===== config.mk =====
export PLATFORM = sky130hd
export DESIGN_NAME = cflog_repeat_compactor
export DESIGN_NICKNAME = d
export VERILOG_FILES = /design/src/rtl/cflog_compact_pkg.sv /design/src/rtl/cflog_repeat_decide.sv /design/src/rtl/cflog_repeat_compactor.sv
export SDC_FILE = /design/constraint.sdc
export NUM_CORES = 1
export LEC_CHECK = 0
export CORE_MARGIN = 2
export CORE_UTILIZATION = 25
export DETAILED_ROUTE_END_ITERATION = 10
export SYNTH_ARGS = -nofsm -noshare
export SYNTH_HDL_FRONTEND = slang
export SYNTH_SLANG_ARGS = --single-unit

===== constraint.sdc =====
create_clock -name mclk -period 4.9 [get_ports mclk]
set_clock_uncertainty 0.2 [all_clocks]
set_input_delay 0.49 -clock mclk [delete_from_list [all_inputs] [get_ports mclk]]
set_output_delay 0.49 -clock mclk [all_outputs]
set_load 0.01 [all_outputs]

===== src/rtl/cflog_compact_pkg.sv =====
// Shared types and defaults for the control-flow log repeat compactor.
//
// Contents:
//   state_t  - compactor FSM states (IDLE, RD_N, RD_P2, WRITE)
//   action_t - write action chosen by the decision logic
//              (NONE, MARK_NEW, MARK_INC)
//   entry_t  - one log entry: a {src, dest} word pair
//   REPEAT_TAG_DEF / MAX_REPEAT_DEF - default marker tag and saturation count
package cflog_compact_pkg;

  typedef enum logic [1:0] {
    IDLE  = 2'd0,
    RD_N  = 2'd1,
    RD_P2 = 2'd2,
    WRITE = 2'd3
  } state_t;

  typedef enum logic [1:0] {
    NONE     = 2'd0,
    MARK_NEW = 2'd1,
    MARK_INC = 2'd2
  } action_t;

  typedef struct packed {
    logic [15:0] src;
    logic [15:0] dest;
  } entry_t;

  localparam logic [15:0] REPEAT_TAG_DEF = 16'hFFFF;
  localparam logic [15:0] MAX_REPEAT_DEF = 16'hFFFE;

endpackage


===== src/rtl/cflog_repeat_decide.sv =====
// Combinational next-state / action decision for the repeat compactor.
//
// Ports:
//   state      in   current FSM state
//   start      in   logger write strobe (only meaningful in IDLE)
//   ptr        in   pointer under consideration (live in IDLE, latched otherwise)
//   n, p1, p2  in   newest, previous and pre-previous entries
//   next_state out  next FSM state
//   action     out  write action to perform in WRITE
//   spec_lower out  word to write at target+1 (marker repeat count)
module cflog_repeat_decide
  import cflog_compact_pkg::*;
#(
  parameter logic [15:0] REPEAT_TAG = REPEAT_TAG_DEF,
  parameter logic [15:0] MAX_REPEAT = MAX_REPEAT_DEF
) (
  input  state_t      state,
  input  logic        start,
  input  logic [15:0] ptr,
  input  entry_t      n,
  input  entry_t      p1,
  input  entry_t      p2,
  output state_t      next_state,
  output action_t     action,
  output logic [15:0] spec_lower
);

  always_comb begin
    next_state = IDLE;
    action     = NONE;
    spec_lower = 16'h0000;
    case (state)
      IDLE: begin
        // Fewer than two entries in the log: nothing to compare against.
        if (start && (ptr >= 16'd4)) next_state = RD_N;
      end
      RD_N: begin
        if ((p1.src == REPEAT_TAG) && (ptr >= 16'd6)) begin
          next_state = RD_P2;
        end else if ((p1.src != REPEAT_TAG) && (n == p1)) begin
          // Second occurrence: newest slot becomes a marker with count 1.
          next_state = WRITE;
          action     = MARK_NEW;
          spec_lower = 16'd1;
        end
      end
      RD_P2: begin
        // A saturated marker or a different edge leaves N as a fresh entry.
        if ((n == p2) && (p1.dest < MAX_REPEAT)) begin
          next_state = WRITE;
          action     = MARK_INC;
          spec_lower = p1.dest + 16'd1;
        end
      end
      WRITE: next_state = IDLE;
      default: next_state = IDLE;
    endcase
  end

endmodule


===== src/rtl/cflog_repeat_compactor.sv =====
// Repeat compactor for the control-flow log memory. After each logger write
// it reads back the newest entries and either turns the newest slot into a
// repeat marker {REPEAT_TAG, 1}, or increments the marker just before it and
// asks the logger to roll its pointer back by one entry.
//
// Optional feature macro: CFLOG_COMPACT_STATS_EN adds the saved_entries
// counter output (number of entries removed, saturating at 16'hFFFF).
//
// Ports:
//   mclk, puc_rst_n          clock, async active-low reset
//   cflow_hw_wen             logger write strobe
//   cflow_logs_ptr_din       logger pointer at the strobe
//   cflog_bd_rd_src/dest     log words at bd_log_ptr / bd_log_ptr+1
//   prev_src/prev_dest       log words at bd_log_ptr-2 / bd_log_ptr-1
//   bd_log_ptr               registered read index into the log memory
//   detect_active            one-cycle write strobe to the log memory
//   active_block_cflog_addr  write target plus 2
//   spec_upper/spec_lower    words written at target / target+1
//   ptr_rollback             one-cycle pulse: logger subtracts 2 from pointer
//   comp_busy                high whenever the FSM is not IDLE
//   comp_ovf                 sticky: strobe arrived while busy
//   saved_entries            (stats build only) case-B write count
//
// Handshake: the logger may strobe cflow_hw_wen only while comp_busy is low;
// a strobe while busy is dropped and recorded in comp_ovf.
module cflog_repeat_compactor
  import cflog_compact_pkg::*;
#(
  parameter logic [15:0] REPEAT_TAG = REPEAT_TAG_DEF,
  parameter logic [15:0] MAX_REPEAT = MAX_REPEAT_DEF
) (
  input  logic        mclk,
  input  logic        puc_rst_n,
  input  logic        cflow_hw_wen,
  input  logic [15:0] cflow_logs_ptr_din,
  input  logic [15:0] cflog_bd_rd_src,
  input  logic [15:0] cflog_bd_rd_dest,
  input  logic [15:0] prev_src,
  input  logic [15:0] prev_dest,
  output logic [15:0] bd_log_ptr,
  output logic        detect_active,
  output logic [15:0] active_block_cflog_addr,
  output logic [15:0] spec_upper,
  output logic [15:0] spec_lower,
  output logic        ptr_rollback,
  output logic        comp_busy,
  output logic        comp_ovf
`ifdef CFLOG_COMPACT_STATS_EN
  ,
  output logic [15:0] saved_entries
`endif
);

  state_t      state_q, next_state;
  action_t     action;
  logic [15:0] ptr_q;
  entry_t      n_q, p1_q, p2_q;
  entry_t      live_n, live_prev;
  entry_t      dec_n, dec_p1, dec_p2;
  logic [15:0] dec_ptr;
  logic [15:0] dec_lower;

  assign live_n    = '{src: cflog_bd_rd_src, dest: cflog_bd_rd_dest};
  assign live_prev = '{src: prev_src, dest: prev_dest};

  // The read ports are combinational, so each read state decides on the live
  // port values; earlier reads come from the latches.
  always_comb begin
    dec_ptr = (state_q == IDLE)  ? cflow_logs_ptr_din : ptr_q;
    dec_n   = (state_q == RD_N)  ? live_n    : n_q;
    dec_p1  = (state_q == RD_N)  ? live_prev : p1_q;
    dec_p2  = (state_q == RD_P2) ? live_prev : p2_q;
  end

  cflog_repeat_decide #(
    .REPEAT_TAG (REPEAT_TAG),
    .MAX_REPEAT (MAX_REPEAT)
  ) u_decide (
    .state      (state_q),
    .start      (cflow_hw_wen),
    .ptr        (dec_ptr),
    .n          (dec_n),
    .p1         (dec_p1),
    .p2         (dec_p2),
    .next_state (next_state),
    .action     (action),
    .spec_lower (dec_lower)
  );

  assign comp_busy = (state_q != IDLE);

  always_ff @(posedge mclk or negedge puc_rst_n) begin
    if (!puc_rst_n) begin
      state_q                 <= IDLE;
      ptr_q                   <= 16'h0000;
      n_q                     <= '0;
      p1_q                    <= '0;
      p2_q                    <= '0;
      bd_log_ptr              <= 16'h0000;
      detect_active           <= 1'b0;
      active_block_cflog_addr <= 16'h0000;
      spec_upper              <= 16'h0000;
      spec_lower              <= 16'h0000;
      ptr_rollback            <= 1'b0;
      comp_ovf                <= 1'b0;
    end else begin
      state_q       <= next_state;
      detect_active <= 1'b0;
      ptr_rollback  <= 1'b0;

      if (cflow_hw_wen && (state_q != IDLE)) comp_ovf <= 1'b1;

      case (state_q)
        IDLE: begin
          if (next_state == RD_N) begin
            ptr_q      <= cflow_logs_ptr_din;
            bd_log_ptr <= cflow_logs_ptr_din - 16'd2;
          end
        end
        RD_N: begin
          n_q  <= live_n;
          p1_q <= live_prev;
          if (next_state == RD_P2) bd_log_ptr <= ptr_q - 16'd4;
        end
        RD_P2: p2_q <= live_prev;
        default: ;
      endcase

      // Output registers load on entry to WRITE so the strobe lines up with
      // the WRITE state and lasts exactly one cycle.
      if (next_state == WRITE) begin
        detect_active           <= 1'b1;
        spec_upper              <= REPEAT_TAG;
        spec_lower              <= dec_lower;
        active_block_cflog_addr <= (action == MARK_INC) ? (ptr_q - 16'd2) : ptr_q;
        ptr_rollback            <= (action == MARK_INC);
      end
    end
  end

`ifdef CFLOG_COMPACT_STATS_EN
  // ptr_rollback is high exactly in case-B WRITE cycles.
  always_ff @(posedge mclk or negedge puc_rst_n) begin
    if (!puc_rst_n) begin
      saved_entries <= 16'h0000;
    end else if (ptr_rollback && (saved_entries != 16'hFFFF)) begin
      saved_entries <= saved_entries + 16'd1;
    end
  end
`endif

endmodule


==> flow_summary.toml, run 1 <==
[logic_synthesis]
ys.flop_type = "dfrtp_1"
yosys.cell_types.count = 62
syn_nets = 956
netlist_area_um2 = 9110
synth_largest_area_cell = "dfrtp_1"
netlist_instances = 864
yosys_warnings = 0
syn_area_per_cell_um2 = 10.5
synthAdderAreaFrac_pct = 1.24
synth_top_family_by_area = "multiplexers"
synth_seq_cells = 160
synth_area_leaders = "dfrtp_1 (44%), mux2_2 (11%), xor2_1 (6.3%)"
synth-compound-area-share_pct = 6.06
synth_simple_gate_area_share_pct = 13.8
async_flop_share_pct = 100
seq_area_frac_synth_pct = 43.9
synth.area.mux_share_pct = 17.9
synth-xor-area-share_pct = 11.3
yosysTopAreaCellShare_pct = 43.9
synth_edf_count = 0

[power_and_ir_drop]
power.total_uw = 3910
cellPowerDensity_nw_per_um2 = 332
leakage_uw = 0.00502
peakVddDrop_mv = 0.181

[timing]
final_max_slew_viol_count = 0
fmax_ghz = 0.229
slew_headroom_pct = 33.1
hold_viol = 9
setup_violations = 0
tns_ps = 0
holdWs_ps = -15.6
period_share_pct = 89.2
worst_pin_slew_ps = 1000
rsz0062_at_grt = "no"
period_needed_ps = 4370

[cts]
clock_sinks = 160
hold_buffers = 0
post-cts-setup-buffers = 0
clkLatencyLatePin_ps = 440
cts_root_buffer = "clkbuf_16"
cts_tree = "built"
cts_buffers = 17
htree_levels = 4
cts_resized = 0
clk_path_buf_depth = 2
clkTransAtPathRegs_ps = 70

[final_layout]
final_cell_mix = "dfrtp_1 (160), clkdlybuf4s50_1 (149), mux2_2 (89), xor2_1 (66), inv_1 (62)"
fill_cells = 3656
drive_gt1_share_pct = 16.1
num_antenna_cells = 0
synthToLayoutAreaGrowth_pct = 29.2
final_common_cell = "dfrtp_1"
nNetsFinal = 1099

[critical_path]
cp_num_buf_inv = 4
worstPathCellList = "inv_1 > ha_4 > buf_12 > mux2_2 > xnor2_1 > o211ai_1 > or4_1 > nand4bb_1 > buf_4 > or2_2 > a21oi_1 > buf_4 > mux2_2"
crit_family = "simple AND/OR/NAND/NOR gates"
cp.arrival_ps = 4480
crit_slowest_cell = "or4_1"
crit_path_max_incr_delay_ps = 560
crit_type = "reg2reg"
start_kind = "flip-flop"
required_ps = 5010
worstPathMaxFanout = 46
end_kind = "flip-flop"

[run_status]
violations = "negative hold slack"
outcome = "finished with violations"

[place]
io_buffer_count = 150
dp_hpwl_um = 21400
gp_congestion = 0.867

[die]
num_rows = 69
die-width_um = 195
dieArea_um2 = 38000
boundaryPins = 151
die_h_um = 195
start_util_pct = 25.5
core_um2 = 35700

[global_route]
grt_pass1_wl_um = 42600
antenna_found_initial = 0
grt_max_degree = 101
overflow = 0
grt_use_total_pct = 14.8
grt_pass1_vias = 7060

[flow_run]
drv_cap = 0

[route]
first_iter_violations = 459
ant_nets = 0
viasPerCell = 4.61
wl_um = 27500
dr.pass1.iters = 5
vias = 6828
wl_per_cell_um = 18.6
drc_errors = 0

[hold_path]
hold_path.class = "in2async"
[cell type report]
| type | instances | area, µm² | area share, % |
|---|---|---|---|
| repair buffers | 174 | 1720 | 14.6 |
| clock buffers | 17 | 425 | 3.61 |
| well taps | 461 | 577 | 4.90 |
| flip-flops and latches | 160 | 4000 | 34.0 |
| multi-input cells | 592 | 4610 | 39.1 |
| inverters | 62 | 233 | 1.98 |
| clock inverters | 15 | 206 | 1.75 |
[power breakdown]
part	internal (µW)	switching [µW]	total, µW
clock network	860	581	1440
registers	1460	123	1590
logic	425	460	885
[flip-flops by register name, summed over array words and instances, names as in the netlist]
register,cells
n_q,32
ptr_rollback,1
p1_q,32
comp_ovf,1
spec_upper,1
spec_lower,16
state_q,2
p2_q,26
ptr_q,16
active_block_cflog_addr,16
bd_log_ptr,16
detect_active,1
[Yosys cell counts (18+ instances only)]
master / count
xnor2_1: 52
buf_4: 18
nor2_1: 42
nand3_1: 19
mux2_2: 89
dfrtp_1: 160
xor2_1: 66
mux2i_1: 48
a21oi_1: 19
nand2_1: 58
nor4_1: 27
nor3_1: 24
inv_1: 62
[kinds of logic (layout without fill, tap and decap cells)]
logic type / count (synthesis) / count (layout)
simple gates: 240 / 240
mux: 147 / 147
flops: 160 / 160
xor+xnor: 118 / 118
buf+inv: 112 / 268
fa+ha+maj: 9 / 9
compound gates: 78 / 78
[per-stage QoR]
stage	setup slack (ps)	std cells	cell area (µm²)	utilization (%)
2_1_floorplan	591	864	9110	-
3_3_place_gp	566	1449	11100	31.2
3_5_place_dp	547	1449	11100	31.2
4_1_cts	529	1481	11800	32.9
5_1_grt	266	1481	11800	32.9
6_report	530	1481	11800	32.9
[metal layers]
metal	GRT usage [%]	share of wire (%)
met2	23.5	47
met3	3.09	4.2
met5	0	0
met4	3.85	1.2
met1	20.3	48
[worst paths after layout]
check                                      from                                      end  slack, ps  depth (start not counted)
setup / recovery           state_q[1]$_DFF_PN0_  active_block_cflog_addr[13]$_DFFE_PN0P_        530                         13
hold / removal                        puc_rst_n               spec_lower[12]$_DFFE_PN0P_        -20                          1
setup reg to reg           state_q[1]$_DFF_PN0_  active_block_cflog_addr[13]$_DFFE_PN0P_        530                         13
hold reg to reg            comp_ovf$_DFFE_PN0P_                     comp_ovf$_DFFE_PN0P_        260                          1
max in group asynchronous             puc_rst_n                        p1_q[9]$_DFF_PN0_       3600                          2
min in group mclk          comp_ovf$_DFFE_PN0P_                     comp_ovf$_DFFE_PN0P_        260                          1
Power figures use the tool's default switching activity.
==> run 2, diff against run 1 <==
--- a/config.mk
+++ b/config.mk
@@ -7,7 +7,9 @@
 export LEC_CHECK = 0
 export CORE_MARGIN = 2
 export CORE_UTILIZATION = 25
+export CTS_CLUSTER_SIZE = 16
 export DETAILED_ROUTE_END_ITERATION = 10
+export PLACE_DENSITY = 0.55
 export SYNTH_ARGS = -nofsm -noshare
 export SYNTH_HDL_FRONTEND = slang
 export SYNTH_SLANG_ARGS = --single-unit
==> run 2 against run 1 <==
- the flow still finishes with violations (negative hold slack)
- non-clock buffer count is 5 lower
- flip-flop and latch count is the same
- sequential power about the same
- fmax shrank 0.68%
- sequential share of layout area rose by 0.22 points
- highest routed layer is now met5
- clock power is 6% lower
- global-route usage decreased by 0.15 points
- combinational power decreased by 1%
- die area did not move
- worst hold slack worse by 19 ps
==> flow_summary.toml, run 2 (same netlist as run 1, synthesis figures left out) <==
[timing]
hold_viol = 10
period_share_pct = 89.8
fmax_ghz = 0.227
final_max_slew_viol_count = 0
slew_headroom_pct = 36.8
rsz0062_at_grt = "no"
holdWs_ps = -35.0
worst_pin_slew_ps = 939
setup_violations = 0
period_needed_ps = 4400
tns_ps = 0

[die]
boundaryPins = 151
core_um2 = 35700
num_rows = 69
start_util_pct = 25.5
die_h_um = 195
dieArea_um2 = 38000
die-width_um = 195

[cts]
hold_buffers = 0
htree_levels = 4
post-cts-setup-buffers = 0
clkTransAtPathRegs_ps = 60
cts_root_buffer = "clkbuf_16"
cts_tree = "built"
clkLatencyLatePin_ps = 430
cts_buffers = 17
clk_path_buf_depth = 2
clock_sinks = 160
cts_resized = 0

[final_layout]
nNetsFinal = 1094
final-instance-count-excl-fill = 1477
top_regs = "n_q (32), p1_q (32), p2_q (26)"
final_cell_mix = "dfrtp_1 (160), clkdlybuf4s50_1 (149), mux2_2 (89), xor2_1 (66), inv_1 (62)"
drive_gt1_share_pct = 15.5
postLayoutCoreUtil_pct = 32.7
final_common_cell = "dfrtp_1"
synthToLayoutAreaGrowth_pct = 28.4
fill_cells = 3680

[place]
placed_cells = 1444
gp_congestion = 0.877
io_buffer_count = 150
dp_hpwl_um = 20900

[power_and_ir_drop]
peakVddDrop_mv = 0.168
p_clk_share_pct = 35.4
combPwrFrac_pct = 22.9
leakage_uw = 0.00497
p_int_uw = 2660
cellPowerDensity_nw_per_um2 = 325
p_switching_uw = 1140
seq_power_share_pct = 41.7
p_sw_share_pct = 30.0

[global_route]
antenna_found_initial = 2
grt_max_degree = 161
grt_pass1_wl_um = 42300
grt_use_total_pct = 14.6
overflow = 0
grt_pass1_vias = 6999

[run_status]
violations = "negative hold slack"
outcome = "finished with violations"

[critical_path]
worstPathCellList = "inv_1 > ha_1 > mux2_2 > nor2b_1 > or4b_2 > nor4_1 > buf_4 > nand4bb_1 > buf_4 > or2_2 > a21oi_1 > buf_4 > mux2_2"
cp.arrival_ps = 4510
crit_path_max_incr_delay_ps = 680
crit_type = "reg2reg"
critPathMostFrequentCell = "buf_4"
end_kind = "flip-flop"
crit_slowest_cell = "or4b_2"
start_kind = "flip-flop"
required_ps = 5010
critPathLaunch = "state_q[0]$_DFF_PN0_"
reg2reg_slack_ps = 500
r2r-start = "state_q[0]$_DFF_PN0_"
worstPathMaxFanout = 17
crit_family = "simple AND/OR/NAND/NOR gates"
cp_num_buf_inv = 4

[route]
viasPerCell = 4.63
vias = 6838
wl_per_cell_um = 18.3
wl_um = 27100
drc_errors = 0
dr.pass1.iters = 4
first_iter_violations = 359
ant_nets = 0

[hold_path]
hold_path.class = "in2async"

[flow_run]
drv_cap = 0
-- run 2: area by class of cell --
class                      instances  area (µm²)  area share [%]
clock buffer                      21         460            3.94
sequential                       160        4000            34.2
inverter                          62         233            1.99
antenna                            1        2.50          0.0214
tap                              461         577            4.93
timing repair buffer             169        1680            14.4
multi-input combinational        592        4610            39.4
clock inverter                    11         131            1.12
-- run 2: power by group through the flow --
stage	Sequential, µW	Combinational (µW)	Clock, µW
finish	1590	872	1350
global route	1600	959	1440
CTS	1580	882	1390
detailed placement	1610	875	0
global placement	1600	874	0
floorplan	1580	509	0
-- run 2: per-layer routing --
layer | track usage [%] | wire, µm | vias up
met2 | 22.6 | 12200 | 157
met4 | 4.50 | 530 | 2
li1 | - | - | 3281
met5 | 0 | 13 | -
met3 | 3.19 | 1160 | 32
met1 | 20.3 | 13200 | 3366
-- run 2: stage by stage --
| stage | hold WS (ps) | power (µW) | instance area, µm² | setup slack (ps) |
|---|---|---|---|---|
| after detailed placement | 248 | 2480 | 11100 | 478 |
| after CTS | 81.9 | 3850 | 11700 | 441 |
| after global routing | 70.2 | 4000 | 11700 | 257 |
| after floorplan | -5.59 | 2090 | 9110 | 591 |
| after global placement | 240 | 2480 | 11100 | 537 |
| final | -35.0 | 3800 | 11700 | 500 |
-- run 2: worst reg2reg max path, stage by stage (launching register included) --
cell,delay [ps]
dfrtp_1,410
inv_1,110
ha_1,460
mux2_2,400
nor2b_1,150
or4b_2,680
nor4_1,320
buf_4,180
nand4bb_1,160
buf_4,230
or2_2,290
a21oi_1,120
buf_4,220
mux2_2,350
-- run 2: final timing paths --
kind                                                                 to  cells past startpoint
worst max-delay path            active_block_cflog_addr[15]$_DFFE_PN0P_                     13
worst min-delay path                          spec_upper[0]$_DFFE_PN0P_                      2
worst max register to register  active_block_cflog_addr[15]$_DFFE_PN0P_                     13
worst min register to register                     comp_ovf$_DFFE_PN0P_                      1
max in group asynchronous                          state_q[0]$_DFF_PN0_                      2
min in group mclk                                  comp_ovf$_DFFE_PN0P_                      1
==> run 3, diff against run 2 <==
--- a/config.mk
+++ b/config.mk
@@ -5,6 +5,7 @@
 export SDC_FILE = /design/constraint.sdc
 export NUM_CORES = 1
 export LEC_CHECK = 0
+export ABC_AREA = 0
 export CORE_MARGIN = 2
 export CORE_UTILIZATION = 25
 export CTS_CLUSTER_SIZE = 16
==> results of run 3 <==
Final layout, timing and power as in run 2 (identical DEF).
